## config.mk

```make
export PLATFORM = sky130hd
export DESIGN_NAME = mem_req_arbiter_flat
export DESIGN_NICKNAME = d
export VERILOG_FILES = /design/src/rtl/mem_req_arbiter_if.sv /design/src/rtl/mem_req_arbiter.sv /design/src/flat_wrapper.sv
export SDC_FILE = /design/constraint.sdc
export NUM_CORES = 1
export LEC_CHECK = 0
export ABC_AREA = 1
export CORE_AREA = 2 2 107 109
export CTS_BUF_LIST = sky130_fd_sc_hd__clkbuf_16
export CTS_CLUSTER_DIAMETER = 30
export DETAILED_ROUTE_END_ITERATION = 10
export DIE_AREA = 0 0 109 111
export DONT_BUFFER_PORTS = 1
export PLACE_DENSITY_LB_ADDON = 0.15
export SLEW_MARGIN = 20
export SYNTH_ARGS = -nofsm -noshare
export SYNTH_HDL_FRONTEND = slang
export SYNTH_SLANG_ARGS = --single-unit
```

## constraint.sdc

```tcl
create_clock -name clk -period 2.4 [get_ports clk]
set_clock_uncertainty 0.05 [all_clocks]
set_input_delay 0.6 -clock clk [delete_from_list [all_inputs] [get_ports clk]]
set_output_delay 0.6 -clock clk [all_outputs]
set_load 0.03 [all_outputs]
```

## src/rtl/mem_req_arbiter_if.sv

```systemverilog
// Handshake bundle between the fetch port, the data port and the shared SRAM-like bus.
// The master modport is the arbiter's view; slave is the view of the core and bus side.
interface mem_req_arbiter_if;
    logic        inst_req;
    logic [31:0] inst_addr;
    logic        inst_addr_ok;
    logic [31:0] inst_rdata;
    logic        inst_data_ok;

    logic        data_req;
    logic        data_wr;
    logic [1:0]  data_size;
    logic [31:0] data_addr;
    logic [31:0] data_wdata;
    logic        data_addr_ok;
    logic [31:0] data_rdata;
    logic        data_data_ok;

    logic        bus_req;
    logic        bus_wr;
    logic [1:0]  bus_size;
    logic [31:0] bus_addr;
    logic [31:0] bus_wdata;
    logic        bus_addr_ok;
    logic [31:0] bus_rdata;
    logic        bus_data_ok;

    modport master (
        input  inst_req, inst_addr,
        output inst_addr_ok, inst_rdata, inst_data_ok,
        input  data_req, data_wr, data_size, data_addr, data_wdata,
        output data_addr_ok, data_rdata, data_data_ok,
        output bus_req, bus_wr, bus_size, bus_addr, bus_wdata,
        input  bus_addr_ok, bus_rdata, bus_data_ok
    );

    modport slave (
        output inst_req, inst_addr,
        input  inst_addr_ok, inst_rdata, inst_data_ok,
        output data_req, data_wr, data_size, data_addr, data_wdata,
        input  data_addr_ok, data_rdata, data_data_ok,
        input  bus_req, bus_wr, bus_size, bus_addr, bus_wdata,
        output bus_addr_ok, bus_rdata, bus_data_ok
    );
endinterface

```

## src/rtl/mem_req_arbiter.sv

```systemverilog
// Arbitrates fetch and data requests onto one shared bus and routes in-order responses
// back through a 1-bit owner FIFO (1 = data).
//
// state  | meaning
// UNLOCK | no request stalled on the bus; owner chosen by priority / round-robin
// LOCK_I | fetch request presented but not yet accepted; fetch holds the bus
// LOCK_D | data request presented but not yet accepted; data holds the bus
module mem_req_arbiter #(
    parameter int OUTSTANDING = 4,
    parameter bit DATA_PRIO   = 1'b1
) (
    input  logic        clk,
    input  logic        resetn,
    mem_req_arbiter_if.master mif,
    output logic [2:0]  outstanding,
    output logic        protocol_err
);
    localparam int AW = $clog2(OUTSTANDING);
    localparam logic [2:0] CNT_MAX = 3'(OUTSTANDING);

    typedef enum logic [1:0] {UNLOCK, LOCK_I, LOCK_D} state_t;

    state_t                 state, state_nxt;
    logic                   rr_last;
    logic [OUTSTANDING-1:0] owner_fifo;
    logic [AW-1:0]          wr_ptr, rd_ptr;
    logic [2:0]             count;
    logic                   owner_data, full, accept, pop, stray, head;

    always_ff @(posedge clk or negedge resetn) begin
        if (!resetn) state <= UNLOCK;
        else         state <= state_nxt;
    end

    always_comb begin
        owner_data       = 1'b0;
        state_nxt        = state;
        full             = (count == CNT_MAX);
        head             = owner_fifo[rd_ptr];
        pop              = mif.bus_data_ok && (count != 3'd0);
        stray            = mif.bus_data_ok && (count == 3'd0);

        case (state)
            LOCK_I: owner_data = 1'b0;
            LOCK_D: owner_data = 1'b1;
            default: begin
                if (DATA_PRIO)
                    owner_data = mif.data_req;
                else if (mif.data_req && mif.inst_req)
                    owner_data = !rr_last;
                else
                    owner_data = mif.data_req;
            end
        endcase

        mif.bus_req   = (owner_data ? mif.data_req : mif.inst_req) && !full && resetn;
        mif.bus_wr    = owner_data ? mif.data_wr    : 1'b0;
        mif.bus_size  = owner_data ? mif.data_size  : 2'd2;
        mif.bus_addr  = owner_data ? mif.data_addr  : mif.inst_addr;
        mif.bus_wdata = owner_data ? mif.data_wdata : 32'd0;
        accept        = mif.bus_req && mif.bus_addr_ok;

        mif.inst_addr_ok = accept && !owner_data;
        mif.data_addr_ok = accept && owner_data;
        mif.inst_data_ok = pop && !head;
        mif.data_data_ok = pop && head;
        mif.inst_rdata   = mif.bus_rdata;
        mif.data_rdata   = mif.bus_rdata;

        // Locking keeps the presented address stable until the bus takes it.
        case (state)
            UNLOCK: begin
                if (mif.bus_req && !mif.bus_addr_ok)
                    state_nxt = owner_data ? LOCK_D : LOCK_I;
            end
            default: begin
                if (accept) state_nxt = UNLOCK;
            end
        endcase
    end

    always_ff @(posedge clk or negedge resetn) begin
        if (!resetn) begin
            rr_last      <= 1'b1;
            owner_fifo   <= '0;
            wr_ptr       <= '0;
            rd_ptr       <= '0;
            count        <= 3'd0;
            protocol_err <= 1'b0;
        end else begin
            if (accept) begin
                rr_last            <= owner_data;
                owner_fifo[wr_ptr] <= owner_data;
                wr_ptr             <= wr_ptr + AW'(1);
            end
            if (pop)
                rd_ptr <= rd_ptr + AW'(1);
            case ({accept, pop})
                2'b10:   count <= count + 3'd1;
                2'b01:   count <= count - 3'd1;
                default: count <= count;
            endcase
            if (stray)
                protocol_err <= 1'b1;
        end
    end

    assign outstanding = count;
endmodule

```

## src/flat_wrapper.sv

```systemverilog
// flat-port wrapper written by rule: the top's interface ports become plain ports
module mem_req_arbiter_flat 
#(
    parameter int OUTSTANDING = 4,
    parameter bit DATA_PRIO   = 1'b1
)
  (clk, resetn, outstanding, protocol_err, mif_inst_req, mif_inst_addr, mif_inst_addr_ok, mif_inst_rdata, mif_inst_data_ok, mif_data_req, mif_data_wr, mif_data_size, mif_data_addr, mif_data_wdata, mif_data_addr_ok, mif_data_rdata, mif_data_data_ok, mif_bus_req, mif_bus_wr, mif_bus_size, mif_bus_addr, mif_bus_wdata, mif_bus_addr_ok, mif_bus_rdata, mif_bus_data_ok);
  mem_req_arbiter_if mif_i ();
  input  logic clk;
  input  logic resetn;
  output logic [2:0] outstanding;
  output logic protocol_err;
  input wire logic [$bits(mif_i.inst_req)-1:0] mif_inst_req;
  input wire logic [$bits(mif_i.inst_addr)-1:0] mif_inst_addr;
  output wire logic [$bits(mif_i.inst_addr_ok)-1:0] mif_inst_addr_ok;
  output wire logic [$bits(mif_i.inst_rdata)-1:0] mif_inst_rdata;
  output wire logic [$bits(mif_i.inst_data_ok)-1:0] mif_inst_data_ok;
  input wire logic [$bits(mif_i.data_req)-1:0] mif_data_req;
  input wire logic [$bits(mif_i.data_wr)-1:0] mif_data_wr;
  input wire logic [$bits(mif_i.data_size)-1:0] mif_data_size;
  input wire logic [$bits(mif_i.data_addr)-1:0] mif_data_addr;
  input wire logic [$bits(mif_i.data_wdata)-1:0] mif_data_wdata;
  output wire logic [$bits(mif_i.data_addr_ok)-1:0] mif_data_addr_ok;
  output wire logic [$bits(mif_i.data_rdata)-1:0] mif_data_rdata;
  output wire logic [$bits(mif_i.data_data_ok)-1:0] mif_data_data_ok;
  output wire logic [$bits(mif_i.bus_req)-1:0] mif_bus_req;
  output wire logic [$bits(mif_i.bus_wr)-1:0] mif_bus_wr;
  output wire logic [$bits(mif_i.bus_size)-1:0] mif_bus_size;
  output wire logic [$bits(mif_i.bus_addr)-1:0] mif_bus_addr;
  output wire logic [$bits(mif_i.bus_wdata)-1:0] mif_bus_wdata;
  input wire logic [$bits(mif_i.bus_addr_ok)-1:0] mif_bus_addr_ok;
  input wire logic [$bits(mif_i.bus_rdata)-1:0] mif_bus_rdata;
  input wire logic [$bits(mif_i.bus_data_ok)-1:0] mif_bus_data_ok;
  assign mif_i.inst_req = mif_inst_req;
  assign mif_i.inst_addr = mif_inst_addr;
  assign mif_inst_addr_ok = mif_i.inst_addr_ok;
  assign mif_inst_rdata = mif_i.inst_rdata;
  assign mif_inst_data_ok = mif_i.inst_data_ok;
  assign mif_i.data_req = mif_data_req;
  assign mif_i.data_wr = mif_data_wr;
  assign mif_i.data_size = mif_data_size;
  assign mif_i.data_addr = mif_data_addr;
  assign mif_i.data_wdata = mif_data_wdata;
  assign mif_data_addr_ok = mif_i.data_addr_ok;
  assign mif_data_rdata = mif_i.data_rdata;
  assign mif_data_data_ok = mif_i.data_data_ok;
  assign mif_bus_req = mif_i.bus_req;
  assign mif_bus_wr = mif_i.bus_wr;
  assign mif_bus_size = mif_i.bus_size;
  assign mif_bus_addr = mif_i.bus_addr;
  assign mif_bus_wdata = mif_i.bus_wdata;
  assign mif_i.bus_addr_ok = mif_bus_addr_ok;
  assign mif_i.bus_rdata = mif_bus_rdata;
  assign mif_i.bus_data_ok = mif_bus_data_ok;
  mem_req_arbiter #(.OUTSTANDING(OUTSTANDING), .DATA_PRIO(DATA_PRIO)) u_core (.clk(clk), .resetn(resetn), .mif(mif_i), .outstanding(outstanding), .protocol_err(protocol_err));
endmodule
```

After elaboration in Yosys (flattened, before gate mapping):

Index checks and enable logic that the tools add are counted.

* input bits: 137
* memories: 0
* RAM bits: 0
* ROM bits: 0
* bits in latches: 0
* word-level logic and storage cells: 56
* flip-flop bits (word level): 14

* bitwise logic cells: 0
* mux-type cells: 16
* shift-type cells: 0
* add/sub/neg operators: 4
* $mul: 0
* reductions and logical operators: 21
* div/mod/pow operators: 0
* equality and inequality tests: 6
* $lt $le $gt $ge: 3

Operators by type and width (count)
* 32-bit two-way mux: 2
* 1-bit logical AND: 11
* 2-bit two-way mux: 5
* 2-bit by 3-bit less-than comparator with 1-bit output (second input constant): 2
* 3-bit case mux with 2 select lines: 1
* 2-bit by 1-bit adder with 2-bit output (second input constant): 2
* 4-bit bitwise mux: 1
* 2-bit by 1-bit equality test with 1-bit output (second input constant): 2
* 2-bit equality test (second input constant): 2
* 1-bit logical NOT: 4
* 1-bit two-way mux: 4
* 2-bit nonzero test: 2
* 3-bit by 1-bit adder with 3-bit output (second input constant): 1
* 3-bit equality test (second input constant): 1
* 3-bit logical NOT: 1
* 3-bit nonzero test: 1
* 3-bit by 1-bit subtractor with 3-bit output (second input constant): 1
* 1-bit binary-select mux with 2-bit select: 1
* 1-bit demux with 2-bit select: 1
* 2-bit by 1-bit >= comparator with 1-bit output (second input constant): 1
* 2-bit logical NOT: 1
* 2-bit by 1-bit inequality test with 1-bit output (second input constant): 1
* 1-bit case mux with 2 select lines: 1
* 2-bit AND reduction: 1

Longest topological paths before layout:

* word-level depth: 8
* mapped depth: 15
* depth with buffers taken out: 15

Least setup slack after synthesis:

No wires, ideal clock.

* path kind: register to register
* start: reg u_core.state[0]
* end: reg u_core.count[2], in the netlist u_core.outstanding[2]
* arrival time: 2103 ps
* period minus slack after synthesis: 2284 ps
* slack: 116 ps
* stages on the path, launching flop included: 16
* path buffers: 0
* required time: 2219 ps
* library setup time: 131 ps
* path through: dfrtp_1 -> inv_1 -> ha_1 -> inv_1 -> nand2_2 -> nand3_1 -> nand2_2 -> nand2_4 -> nor2_4 -> inv_2 -> ha_1 -> inv_1 -> fa_1 -> a21oi_1 -> o21ai_0 -> xor2_1

* word-level cells in the longest chain between the ends: 8
* elaborated cells on any way between the ends: 11
* those cells by class: eq/ne (4); mux (3); reduce/logical (4)

RTL lines
* from (decl): RTL line mem_req_arbiter.sv:23 `state_t state, state_nxt;`
* from (signal assigned): RTL line mem_req_arbiter.sv:32 `else state <= state_nxt;`
* 2-bit equality test or 2-bit by 1-bit equality test with 1-bit output (tied branches): RTL line mem_req_arbiter.sv:43 `case (state)`
* 1-bit case mux with 2 select lines (*): RTL line mem_req_arbiter.sv:43
* 1-bit two-way mux (*): RTL line mem_req_arbiter.sv:56 `mif.bus_req = (owner_data ? mif.data_req : mif.inst_req) && !full && resetn;`
* 1-bit logical AND (*) (2 in a row): RTL line mem_req_arbiter.sv:56
* 1-bit logical AND (*): RTL line mem_req_arbiter.sv:61 `accept = mif.bus_req && mif.bus_addr_ok;`
* 2-bit by 1-bit equality test with 1-bit output or 2-bit equality test (tied branches): RTL line mem_req_arbiter.sv:98 `case ({accept, pop})`
* 3-bit case mux with 2 select lines or 2-bit nonzero test (tied branches)
* to (signal assigned): RTL line mem_req_arbiter.sv:99 `2'b10: count <= count + 3'd1;`
* to (signal assigned): RTL line mem_req_arbiter.sv:100 `2'b01: count <= count - 3'd1;`
* to (signal assigned): RTL line mem_req_arbiter.sv:101 `default: count <= count;`
* to (decl): RTL line mem_req_arbiter.sv:27 `logic [2:0] count;`

Every way passes the cells marked *; elsewhere a longest branch is shown, timed or not.
A chain may end at the register's enable or synchronous reset.

Worst setup path in the final report:

* start: reg u_core.state[1]
* end: out mif_bus_addr[0]

* word-level cells in the longest chain between the ends: 3
* elaborated cells on any way between the ends: 4
* those cells by class: eq/ne (2); mux (2)

RTL lines
* 2-bit equality test or 2-bit by 1-bit equality test with 1-bit output (tied branches): RTL line mem_req_arbiter.sv:43
* 1-bit case mux with 2 select lines (*): RTL line mem_req_arbiter.sv:43
* 32-bit two-way mux (*): RTL line mem_req_arbiter.sv:59 `mif.bus_addr = owner_data ? mif.data_addr : mif.inst_addr;`
* to (decl): RTL line flat_wrapper.sv:29 `output wire logic [$bits(mif_i.bus_addr)-1:0] mif_bus_addr;`

Marked as above.

==> out/metrics.cfg <==
[synth]
synth-seq-cells = 14
synth_top_cell_by_area = buf_4
synth_cell_type_count = 26
synth_fp_nets = 481
syn_area_um2 = 1998
synth_xor_xnor_area_share = 0.01315
yosys_warnings = 0
ys_seq_area_frac = 0.1753
synthAdderAreaFrac = 0.05385
synth_area_leaders = buf_4 (24%), nand2_1 (21%), dfrtp_1 (18%)
synthDominantCellAreaShare = 0.2405
synth_simple_gate_area_frac = 0.3557
synth_compound_area_frac = 0.04195
synth.area.mux_share = 0
synth_top_family_by_area = buffers and inverters
synthCells = 336
avgSynthCellArea_um2 = 5.947

[min_path]
hp-class = register to register

[route]
drtAntennaViolNets = 0
drt-initial-drc-count = 80
vias = 1941
drt-total-wl_mm = 6.735
first_pass_iters = 4
via_per_inst = 3.929
drc = 0
wl_per_cell_um = 13.63

[clock_tree]
clock_latency_ns = 0.24
cts_tree = yes
ctsRootBufferMaster = clkbuf_16
htreeDepth = 1
cts_sinks = 14
clockBufferDepth = 2
cts_inserted_buffers = 3
clk_pin_slew_ns = 0.05

[die]
core_um2 = 11080
initial_utilization = 0.1804
die_w_um = 109
rows = 39
die_y_um = 111
pin_count = 277
fp.dieArea_um2 = 12100

[power_and_ir_drop]
p_comb_frac = 0.823
pwr-share-seq = 0.102
p_sw_frac = 0.5620
powerDensity_nw_per_um2 = 1666
power.switching_mw = 2.424
p_int_mw = 1.890
vdd_drop_max_mv = 0.4578
p_clk_frac = 0.075
finalPower_mw = 4.314
p_leak_nw = 1.486

[sta]
fin_crit_ns = 2.355
maxSlewHeadroom = 0.5195
period_share = 0.9813
hold_viol_final = 0
max_clock_freq_ghz = 0.4246
finalSetupViolations = 0
slew_violations = 0
rsz0062_at_grt = true
worstMarginPinSlew_ns = 0.7184

[finish]
diodes = 0
final_util = 0.2338
final_common_cell = nand2_1
syn_to_final_growth_pct = 29.62
mostFrequentLayoutCells = nand2_1 (109), buf_4 (74), inv_1 (46)
layout.nets = 497
drive_gt1_frac = 0.3533

[critical_path]
cp_cell_sequence = inv_2, ha_4, nand2_2, nand2_4, buf_12, nand2_1, nand2_1, buf_4
crit_required_ns = 1.75
worstSetupPathType = register to primary output
critPathCaptureType = primary output
regToRegSetupSlack_ns = 0.16
critical-path-max-stage-delay_ns = 0.37
critPathBufInv = 3
crit_slowest_cell = dfrtp_1
cpLargestDelayFamily = buffers and inverters
worst-endpoint-arrival_ns = 1.71
cp-start-kind = register
crit_fanout = 34
cp_common_cell = nand2_1

[placement]
io_buffers = 0
routabilityCongestion = 0.7950
dp_hpwl_mm = 5.056

[global_routing]
antenna_found_initial = 0
gr-total-overflow = 0
grt_use_total = 0.09894
grt_max_degree = 35
grt_pass1_wl_mm = 9.211
grt_pass1_vias = 1792

[status]
status = finished, final reports clean

[run]
cap_violations = 0

[worst paths after layout]
check                                  from                     to  cells after the start
setup / recovery            u_core.state[1]        mif_bus_addr[0]                      8
hold / removal             u_core.rd_ptr[1]       u_core.rd_ptr[1]                      1
setup reg to reg            u_core.state[1]  u_core.outstanding[2]                     14
hold reg to reg            u_core.rd_ptr[1]       u_core.rd_ptr[1]                      1
max in group asynchronous            resetn        u_core.state[1]                      1
min in group asynchronous            resetn    u_core.protocol_err                      1
[layout make-up]
type | count | area, um^2
Tap cell | 143 | 178.9
Sequential cell | 14 | 350.3
Clock buffer | 3 | 75.07
Multi-Input combinational cell | 197 | 1011
Fill cell | 1242 | 8487
Inverter | 51 | 206.4
Clock inverter | 1 | 3.754
Timing Repair Buffer | 85 | 764.5
[cell families after synthesis]
kind of cell,after synthesis
AND/OR/NAND/NOR,173
buffers and inverters,125
XOR/XNOR,3
AO/OA/AOI/OAI,13
adder cells (fa/ha/maj),8
flip-flops,14
[worst register-to-register path, cell delays in order, from the launching register on]
cell and delay (ns):
dfrtp_1 0.37, inv_2 0.06, ha_4 0.28, inv_4 0.04, o21ai_1 0.14, nand2_2 0.09
nand2_4 0.07, nor2_4 0.04, clkinv_4 0.08, ha_1 0.14, inv_1 0.07, fa_2 0.34
a21oi_1 0.14, o21ai_1 0.09, xor2_1 0.14
[through the flow]
stage               instance area [um^2]  hold WS [ns]  worst slack, ns  instances  setup TNS [ns]
global route                        2590        0.4643         -0.06694        494          -1.168
CTS                                 2467        0.4442        -0.005723        489       -0.006889
floorplan                           1998        0.2544           0.1160        336               0
global placement                    2272        0.2547          0.08272        483               0
finish                              2590        0.4411          0.04492        494               0
detailed placement                  2272        0.2547          0.07642        483               0
[synth_stat cells]
cell / n
nand2_2: 5
o21ai_1: 2
nor2_1: 39
buf_4: 64
a21oi_4: 1
inv_1: 49
and2_1: 1
or2_2: 1
a21oi_1: 2
inv_2: 2
a32oi_1: 1
xnor2_1: 1
nor2_4: 1
nand2_1: 111
o21ai_0: 6
a31o_2: 1
nand2_4: 1
nand4_1: 6
dfrtp_1: 14
fa_1: 1
xor2_1: 2
ha_1: 7
nand3_1: 5
buf_2: 8
buf_1: 2
nor2_2: 3
[what timing repair did]
action	in CTS	in global routing
pin swaps	1	2
resized for setup	17	23
hold endpoints to repair	14	0
buffers inserted	0	3
setup endpoints to repair	35	54
gates cloned	2	2
hold buffers	1	0
[layer usage]
metal / vias to the layer above / wire, um / track usage
li1: 958 / - / -
met1: 824 / 2383 / 0.1040
met2: 148 / 3502 / 0.1876
met4: 0 / 152 / 0.03162
met3: 11 / 696 / 0.02410
met5: - / 0 / 0
[registers in the layout (all words and copies together), names as in the netlist]
signal and count:
u_core.outstanding 3, u_core.wr_ptr 2, u_core.owner_fifo 4, u_core.protocol_err 1, u_core.state 2, u_core.rd_ptr 2
[power by group through the flow]
| stage | sequential [mW] | combinational [mW] | clock (mW) |
|---|---|---|---|
| CTS | 0.445 | 3.41 | 0.333 |
| finish | 0.441 | 3.55 | 0.323 |
| global placement | 0.442 | 3.12 | 0 |
| floorplan | 0.483 | 2.17 | 0 |
| detailed placement | 0.445 | 3.12 | 0 |
| global route | 0.459 | 3.83 | 0.349 |
No activity file was read; power rests on OpenSTA's default activity.
